`src/rtl/alu_arbiter.sv`:
```
// alu_arbiter: two-requester front end for a shared combinational ALU.
// One operation is in flight at a time: IDLE accepts a request, EXEC drives
// the captured operands to the execute unit for one cycle, RESP holds the
// captured result until the owning requester takes it.
module alu_arbiter #(
  parameter int FIXED_PRIO = 0
) (
  input  logic        clk,
  input  logic        rst,

  input  logic        rq0_valid,
  output logic        rq0_ready,
  input  logic [3:0]  rq0_op,
  input  logic [15:0] rq0_a,
  input  logic [15:0] rq0_b,

  input  logic        rq1_valid,
  output logic        rq1_ready,
  input  logic [3:0]  rq1_op,
  input  logic [15:0] rq1_a,
  input  logic [15:0] rq1_b,

  output logic        rs0_valid,
  input  logic        rs0_ready,
  output logic        rs1_valid,
  input  logic        rs1_ready,
  output logic [15:0] rs_result,
  output logic        rs_zero,
  output logic        rs_err,

  output logic [15:0] alu_data1,
  output logic [15:0] alu_data2,
  output logic [3:0]  alu_op,
  input  logic [15:0] alu_result,
  input  logic        alu_zero
);

  localparam logic FIXED = (FIXED_PRIO != 0);
  localparam logic [3:0] OP_ILLEGAL = 4'd15;

  typedef enum logic [1:0] {
    ST_IDLE = 2'd0,
    ST_EXEC = 2'd1,
    ST_RESP = 2'd2
  } state_t;

  state_t      state_q, state_d;
  logic        owner_q, owner_d;             // 0 = requester 0, 1 = requester 1
  logic        last_served_q, last_served_d; // resets to 1 so requester 0 wins the first tie
  logic [3:0]  alu_op_q, alu_op_d;
  logic [15:0] alu_data1_q, alu_data1_d;
  logic [15:0] alu_data2_q, alu_data2_d;
  logic [15:0] rs_result_q, rs_result_d;
  logic        rs_zero_q, rs_zero_d;
  logic        rs_err_q, rs_err_d;

  logic grant0;
  logic grant1;
  logic idle_open;
  logic owner_rs_ready;

  // Grant decision: depends only on valids, state and last_served, never on payload.
  always_comb begin
    grant0    = rq0_valid && (!rq1_valid || FIXED || last_served_q);
    grant1    = rq1_valid && !grant0;
    idle_open = (state_q == ST_IDLE) && !rst;
    rq0_ready = idle_open && grant0;
    rq1_ready = idle_open && grant1;
  end

  // Only the owner's response handshake can retire the operation.
  always_comb begin
    owner_rs_ready = owner_q ? rs1_ready : rs0_ready;
  end

  // Next-state computation for the FSM, the ALU operand registers and the response registers.
  always_comb begin
    state_d       = state_q;
    owner_d       = owner_q;
    last_served_d = last_served_q;
    alu_op_d      = alu_op_q;
    alu_data1_d   = alu_data1_q;
    alu_data2_d   = alu_data2_q;
    rs_result_d   = rs_result_q;
    rs_zero_d     = rs_zero_q;
    rs_err_d      = rs_err_q;
    case (state_q)
      ST_IDLE: begin
        if (rq0_ready) begin
          alu_op_d      = rq0_op;
          alu_data1_d   = rq0_a;
          alu_data2_d   = rq0_b;
          owner_d       = 1'b0;
          last_served_d = 1'b0;
          state_d       = ST_EXEC;
        end else if (rq1_ready) begin
          alu_op_d      = rq1_op;
          alu_data1_d   = rq1_a;
          alu_data2_d   = rq1_b;
          owner_d       = 1'b1;
          last_served_d = 1'b1;
          state_d       = ST_EXEC;
        end
      end
      ST_EXEC: begin
        // The execute unit has had a full cycle to settle on the captured operands.
        rs_result_d = alu_result;
        rs_zero_d   = alu_zero;
        rs_err_d    = (alu_op_q == OP_ILLEGAL);
        state_d     = ST_RESP;
      end
      ST_RESP: begin
        // No accept here even if a request is waiting: IDLE must be visited first.
        if (owner_rs_ready) begin
          state_d = ST_IDLE;
        end
      end
      default: begin
        state_d = ST_IDLE;
      end
    endcase
  end

  // State registers; reset aborts any in-flight operation immediately.
  always_ff @(posedge clk or posedge rst) begin
    if (rst) begin
      state_q       <= ST_IDLE;
      owner_q       <= 1'b0;
      last_served_q <= 1'b1;
      alu_op_q      <= 4'd0;
      alu_data1_q   <= 16'd0;
      alu_data2_q   <= 16'd0;
      rs_result_q   <= 16'd0;
      rs_zero_q     <= 1'b0;
      rs_err_q      <= 1'b0;
    end else begin
      state_q       <= state_d;
      owner_q       <= owner_d;
      last_served_q <= last_served_d;
      alu_op_q      <= alu_op_d;
      alu_data1_q   <= alu_data1_d;
      alu_data2_q   <= alu_data2_d;
      rs_result_q   <= rs_result_d;
      rs_zero_q     <= rs_zero_d;
      rs_err_q      <= rs_err_d;
    end
  end

  // Output mapping: everything comes straight from flops.
  always_comb begin
    rs0_valid = (state_q == ST_RESP) && !owner_q;
    rs1_valid = (state_q == ST_RESP) && owner_q;
    rs_result = rs_result_q;
    rs_zero   = rs_zero_q;
    rs_err    = rs_err_q;
    alu_op    = alu_op_q;
    alu_data1 = alu_data1_q;
    alu_data2 = alu_data2_q;
  end

endmodule

```
`config.mk`:
```
export PLATFORM = sky130hd
export DESIGN_NAME = alu_arbiter
export DESIGN_NICKNAME = d
export VERILOG_FILES = /design/src/rtl/alu_arbiter.sv
export SDC_FILE = /design/constraint.sdc
export NUM_CORES = 1
export LEC_CHECK = 0
export ABC_AREA = 1
export CORE_MARGIN = 4
export CORE_UTILIZATION = 44
export CTS_CLUSTER_SIZE = 30
export DETAILED_ROUTE_END_ITERATION = 6
export PLACE_DENSITY = 0.84
export REMOVE_ABC_BUFFERS = 1
export SLEW_MARGIN = 20
export SYNTH_ARGS = -nofsm -noshare
export SYNTH_HDL_FRONTEND = slang
export SYNTH_SLANG_ARGS = --single-unit
```
`constraint.sdc`:
```
create_clock -name clk -period 4.9 [get_ports clk]
set_clock_uncertainty 0.2 [all_clocks]
set_input_delay 0.735 -clock clk [delete_from_list [all_inputs] [get_ports clk]]
set_output_delay 0.735 -clock clk [all_outputs]
set_load 0.02 [all_outputs]
```
==> results.json, run 1 <==
{
  "status": "finished clean",
  "grt_util_all_layers_pct": 21.23,
  "final_cells": 646,
  "worst-path-max-fanout": 4,
  "ys_seq_elements": 58,
  "cts.reportedPaths.clkPinSlew_ns": 0.06,
  "power_density_nw_per_um2": 538.0,
  "ys_seq_area_share_pct": 47.66,
  "n_antenna_cell": 0,
  "rows": 30,
  "core_region_area_um2": 6756,
  "gp_congestion": 0.7490,
  "drv_slew": 0,
  "clock_latency_ns": 0.33,
  "ctsResizeCount": 0,
  "dpl_cell_area_um2": 4511,
  "totalWireLength_um": 8678,
  "tritoncts": "built",
  "crit_path_end_kind": "primary output",
  "htree_num_levels": 3,
  "synth_cells": 416,
  "timing.setup.tns_ns": 0,
  "fmaxAchievable_mhz": 309.3,
  "drive_gt1_share_pct": 5.300,
  "cts_buffers": 9,
  "totalPowerFinal_mw": 2.525,
  "cap_violations": 0,
  "post-route-cell-area_um2": 4693,
  "fin_crit_sh_pct": 65.99,
  "vdd_drop_max_v": 0.0002181,
  "remaining_drc_errors": 0,
  "cp.required_ns": 3.96,
  "hold_path_class": "flip-flop to flip-flop",
  "whs_ns": 0.2699,
  "synth_top_area_share_pct": 46.80,
  "io_buffers": 152,
  "start_util_pct": 45.11,
  "yosysWarnings": 0,
  "die_h_um": 91.23,
  "postCtsSetupRepairBufs": 0,
  "yosysTopAreaCell": "dfrtp_1",
  "layout_commonest_cell": "nand2_1",
  "drtPass1Iterations": 4,
  "drt-wirelength-per-cell_um": 13.43,
  "drt_iter0_drc": 108,
  "setup_viol": 0,
  "vias_per_cell": 4.803,
  "grt_overflow_total": 0,
  "layout_setup_ws_ns": 1.667,
  "critical_path_class": "primary input to primary output",
  "dp_slack_ns": 1.619,
  "synth_area_um2": 3048,
  "period_needed_ns": 3.233,
  "dp.final_hpwl_um": 6255,
  "antenna_violating_nets_post_route": 0,
  "critPathLaunchType": "primary input",
  "area_growth_syn_to_layout_pct": 53.98,
  "leakage_nw": 2.500,
  "vias": 3103,
  "cts-hold-fix-buffers": 0,
  "ios": 153,
  "grt_pass1_wl_um": 14350,
  "fin_nets": 656,
  "antenna_found_initial": 0,
  "die-area_um2": 8323,
  "rsz0062_at_grt": "false",
  "worst_pin_slew_ns": 0.7217,
  "clock-sinks": 58,
  "max_slew_margin_pct": 51.72,
  "final_cell_mix": "nand2_1, clkdlybuf4s50_1, inv_1",
  "synth_area_per_cell_um2": 7.327,
  "grt_max_degree": 59,
  "finalHoldViolations": 0,
  "synthTopCellsByArea": "dfrtp_1, nand2_1, nand3_1",
  "placed_cells": 630,
  "clk_path_buf_depth": 2,
  "root_buffer": "clkbuf_8",
  "postLayoutCoreUtil_pct": 69.46,
  "arrival_ns": 2.30,
  "grt_pass1_vias": 3132,
  "ys_types": 21,
  "die_x_um": 91.23
}
-- where the power goes --
part / total (mW) / switching [mW] / internal (mW)
clock: 0.403 / 0.179 / 0.224
sequential: 0.844 / 0.136 / 0.709
combinational: 1.28 / 0.705 / 0.574
-- final cells by class --
type	instances	area, um^2
clock inverter	2	10.01
sequential	58	1453
multi-input combinational	254	1100
inverter	83	314.1
fill	570	2063
tap	80	100.1
timing repair buffer	155	1544
clock buffer	14	172.7
-- sequential cells by signal, indices dropped and copies added (netlist names) --
signal         count
last_served_q      1
alu_op             4
owner_q            1
alu_data1         16
rs_err             1
state_q            2
rs_result         16
alu_data2         16
rs_zero            1
-- per-layer routing --
layer / routed length (um) / vias up / part of all wire, % / global-route usage [%]
met4: 283 / 0 / 3.3 / 9.171
met5: 0 / - / 0 / 0
met2: 4202 / 135 / 48 / 36.60
met3: 699 / 26 / 8.1 / 5.634
li1: - / 1529 / - / -
met1: 3492 / 1413 / 40 / 24.77
-- critical path: stages --
cell	delay, ns
clkdlybuf4s50_1	0.51
inv_2	0.10
nand3_2	0.13
nor3_1	0.19
clkdlybuf4s50_1	0.63
-- cells by family after synthesis --
family          after synthesis  share of synthesized area [%]
simple gates                249                          34.81
buf+inv                     104                          16.58
compound gates                5                         0.9442
flops                        58                          47.66
-- synthesized netlist by cell type (all sizes together) --
library cell    n
a21oi           1
nand2         168
nand3          73
clkbuf          1
dfstp           1
nor2            6
o21ai           4
inv            83
dfrtp          57
buf            20
nand4           1
nor3            1
-- worst paths after layout --
kind | end | slack, ns | depth (start not counted) | from
worst min register to register | rs_result[9] | 0.27 | 2 | rs_result[9]
max in group asynchronous | rs_result[1] | 3.12 | 3 | rst
min in group asynchronous | rs_result[6] | 0.89 | 3 | rst
worst max-delay path | rq1_ready | 1.67 | 5 | rst
worst min-delay path | rs_result[9] | 0.27 | 2 | rs_result[9]
worst max register to register | alu_data2[3] | 2.47 | 9 | last_served_q
No activity file was read; power rests on OpenSTA's default activity.
==> inputs of run 2 (changes only) <==
--- a/config.mk
+++ b/config.mk
@@ -7,10 +7,10 @@
 export LEC_CHECK = 0
 export ABC_AREA = 1
 export CORE_MARGIN = 4
-export CORE_UTILIZATION = 44
+export CORE_UTILIZATION = 37
 export CTS_CLUSTER_SIZE = 30
 export DETAILED_ROUTE_END_ITERATION = 6
-export PLACE_DENSITY = 0.84
+export PLACE_DENSITY = 0.75
 export REMOVE_ABC_BUFFERS = 1
 export SLEW_MARGIN = 20
 export SYNTH_ARGS = -nofsm -noshare
==> constraint.sdc (replaced) <==
create_clock -name clk -period 2.95 [get_ports clk]
set_clock_uncertainty 0.2 [all_clocks]
set_input_delay 0.4425 -clock clk [delete_from_list [all_inputs] [get_ports clk]]
set_output_delay 0.4425 -clock clk [all_outputs]
set_load 0.02 [all_outputs]
==> run 2 against run 1 <==
Compared with the run above: global-route usage down 4.5 points; setup slack lost 1.4 ns; first-iteration DRC count shrank 33%; critical path type unchanged; largest cell class unchanged.
==> results.json, run 2 (synthesis results as in run 1) <==
{
  "slowest_delay_ns": 0.63,
  "die_h_um": 98.76,
  "r2r-start": "last_served_q",
  "seqCellArea_um2": 1453,
  "cap_violations": 0,
  "core_region_area_um2": 7888,
  "rsz0062_at_grt": "false",
  "grt_pass1_vias": 2916,
  "power_density_nw_per_um2": 898.5,
  "drtPass1Iterations": 4,
  "vias": 2987,
  "gp_congestion": 0.8333,
  "final_cell_mix": "nand2_1, clkdlybuf4s50_1, inv_1",
  "dp.final_hpwl_um": 6098,
  "layout_commonest_cell": "nand2_1",
  "grt_overflow_total": 0,
  "cts.reportedPaths.clkPinSlew_ns": 0.06,
  "hold_path_class": "flip-flop to flip-flop",
  "reg2reg_to": "alu_data2[11]",
  "grt_util_all_layers_pct": 16.75,
  "path_common_cell": "clkdlybuf4s50_1",
  "multi_input_area_um2": 1097,
  "n_antenna_cell": 0,
  "ios": 153,
  "arrival_ns": 2.02,
  "cp.required_ns": 2.31,
  "rr_worst_depth": 10,
  "antenna_found_initial": 0,
  "setup_viol": 0,
  "worst_pin_slew_ns": 0.6985,
  "worst-path-max-fanout": 4,
  "start_util_pct": 38.64,
  "leakage_nw": 2.536,
  "remaining_drc_errors": 0,
  "cts_buffers": 9,
  "area_growth_syn_to_layout_pct": 57.23,
  "placed_cells": 657,
  "critPathLaunchType": "primary input",
  "critPathCapture": "rq1_ready",
  "period_needed_ns": 2.659,
  "die-area_um2": 9754,
  "grt_max_degree": 59,
  "totalWireLength_um": 8154,
  "io_buffers": 152,
  "cts-hold-fix-buffers": 0,
  "clock-sinks": 58,
  "antenna_violating_nets_post_route": 0,
  "critical_path_class": "primary input to primary output",
  "drv_slew": 0,
  "cp_slowest_cell": "clkdlybuf4s50_1",
  "vdd_drop_max_v": 0.0003462,
  "fmaxAchievable_mhz": 376.1,
  "status": "finished clean",
  "drt-wirelength-per-cell_um": 12.12,
  "crit_chain": "clkdlybuf4s50_1, inv_2, nand3_2, nor3_1, clkdlybuf4s50_1",
  "clk_path_buf_depth": 2,
  "fin_crit_sh_pct": 90.12,
  "die_x_um": 98.76,
  "drive_gt1_share_pct": 6.130,
  "tritoncts": "built",
  "ctsResizeCount": 0,
  "htree_num_levels": 3,
  "postCtsSetupRepairBufs": 0,
  "final_cells": 673,
  "rows": 32,
  "drt_iter0_drc": 72,
  "max_slew_margin_pct": 53.43,
  "finalHoldViolations": 0,
  "root_buffer": "clkbuf_8",
  "crit_path_end_kind": "primary output",
  "vias_per_cell": 4.438,
  "fin_nets": 661,
  "grt_pass1_wl_um": 13260,
  "clock_latency_ns": 0.32,
  "timing.setup.tns_ns": 0,
  "fillers": 697,
  "cp-startpoint": "rst",
  "rrSetupSlack_ns": 0.90
}
[run 2: changes by cell type in the layout (fill, tap and decap cells not counted), sizes merged]
cell      before  now
buf            3    8
clkbuf        14   11
clkinvlp       0    1
bufinv         0    2
[run 2: worst min-delay path by stage]
stage | depth (start not counted) | end | slack, ns | from
floorplan | 2 | owner_q | 0.31 | owner_q
finish | 2 | rs_result[5] | 0.27 | rs_result[5]
detailed placement | 2 | rs_result[6] | 0.26 | rs_result[6]
global route | 2 | alu_data2[1] | 0.30 | alu_data2[1]
global placement | 2 | rs_result[2] | 0.25 | rs_result[2]
CTS | 2 | rs_result[6] | 0.27 | rs_result[6]
[run 2: layer usage]
metal  up-vias  track usage, %  routed length (um)
li1       1532               -                   -
met1      1326           19.78                3373
met2       122           27.79                3908
met3         7           5.945                 799
met4         0           6.723                  72
met5         -               0                   0
[run 2: stage by stage]
stage	setup slack, ns	area, um^2	utilization, %	hold WS, ns	power [mW]
after floorplan	-0.1620	2856	-	0.3100	2.440
after global placement	0.3046	4573	57.98	0.2538	3.513
after detailed placement	0.2825	4573	57.98	0.2587	3.551
after CTS	0.2834	4792	60.76	0.2749	4.368
after global routing	0.2249	4792	60.76	0.2956	4.600
final	0.2914	4792	60.76	0.2703	4.305
[run 2: power by group]
part           switching [mW]  internal, mW  total, mW
Clock                   0.294         0.496      0.790
Combinational            1.16         0.969       2.13
Sequential              0.211          1.18       1.39
Total                    1.66          2.64       4.31
[run 2: worst max-delay path, delay by kind of cell]
kind          cells  cell delay, ns
simple gates      2            0.32
buf+inv           3            1.25
[run 2: final cells by class]
cell class                 instances  share of cell area [%]
tap                              102                   2.663
timing repair buffer             160                   33.00
sequential                        58                   30.31
clock buffer                      11                   2.950
multi-input combinational        254                   22.90
inverter                          83                   6.554
clock inverter                     5                   1.619
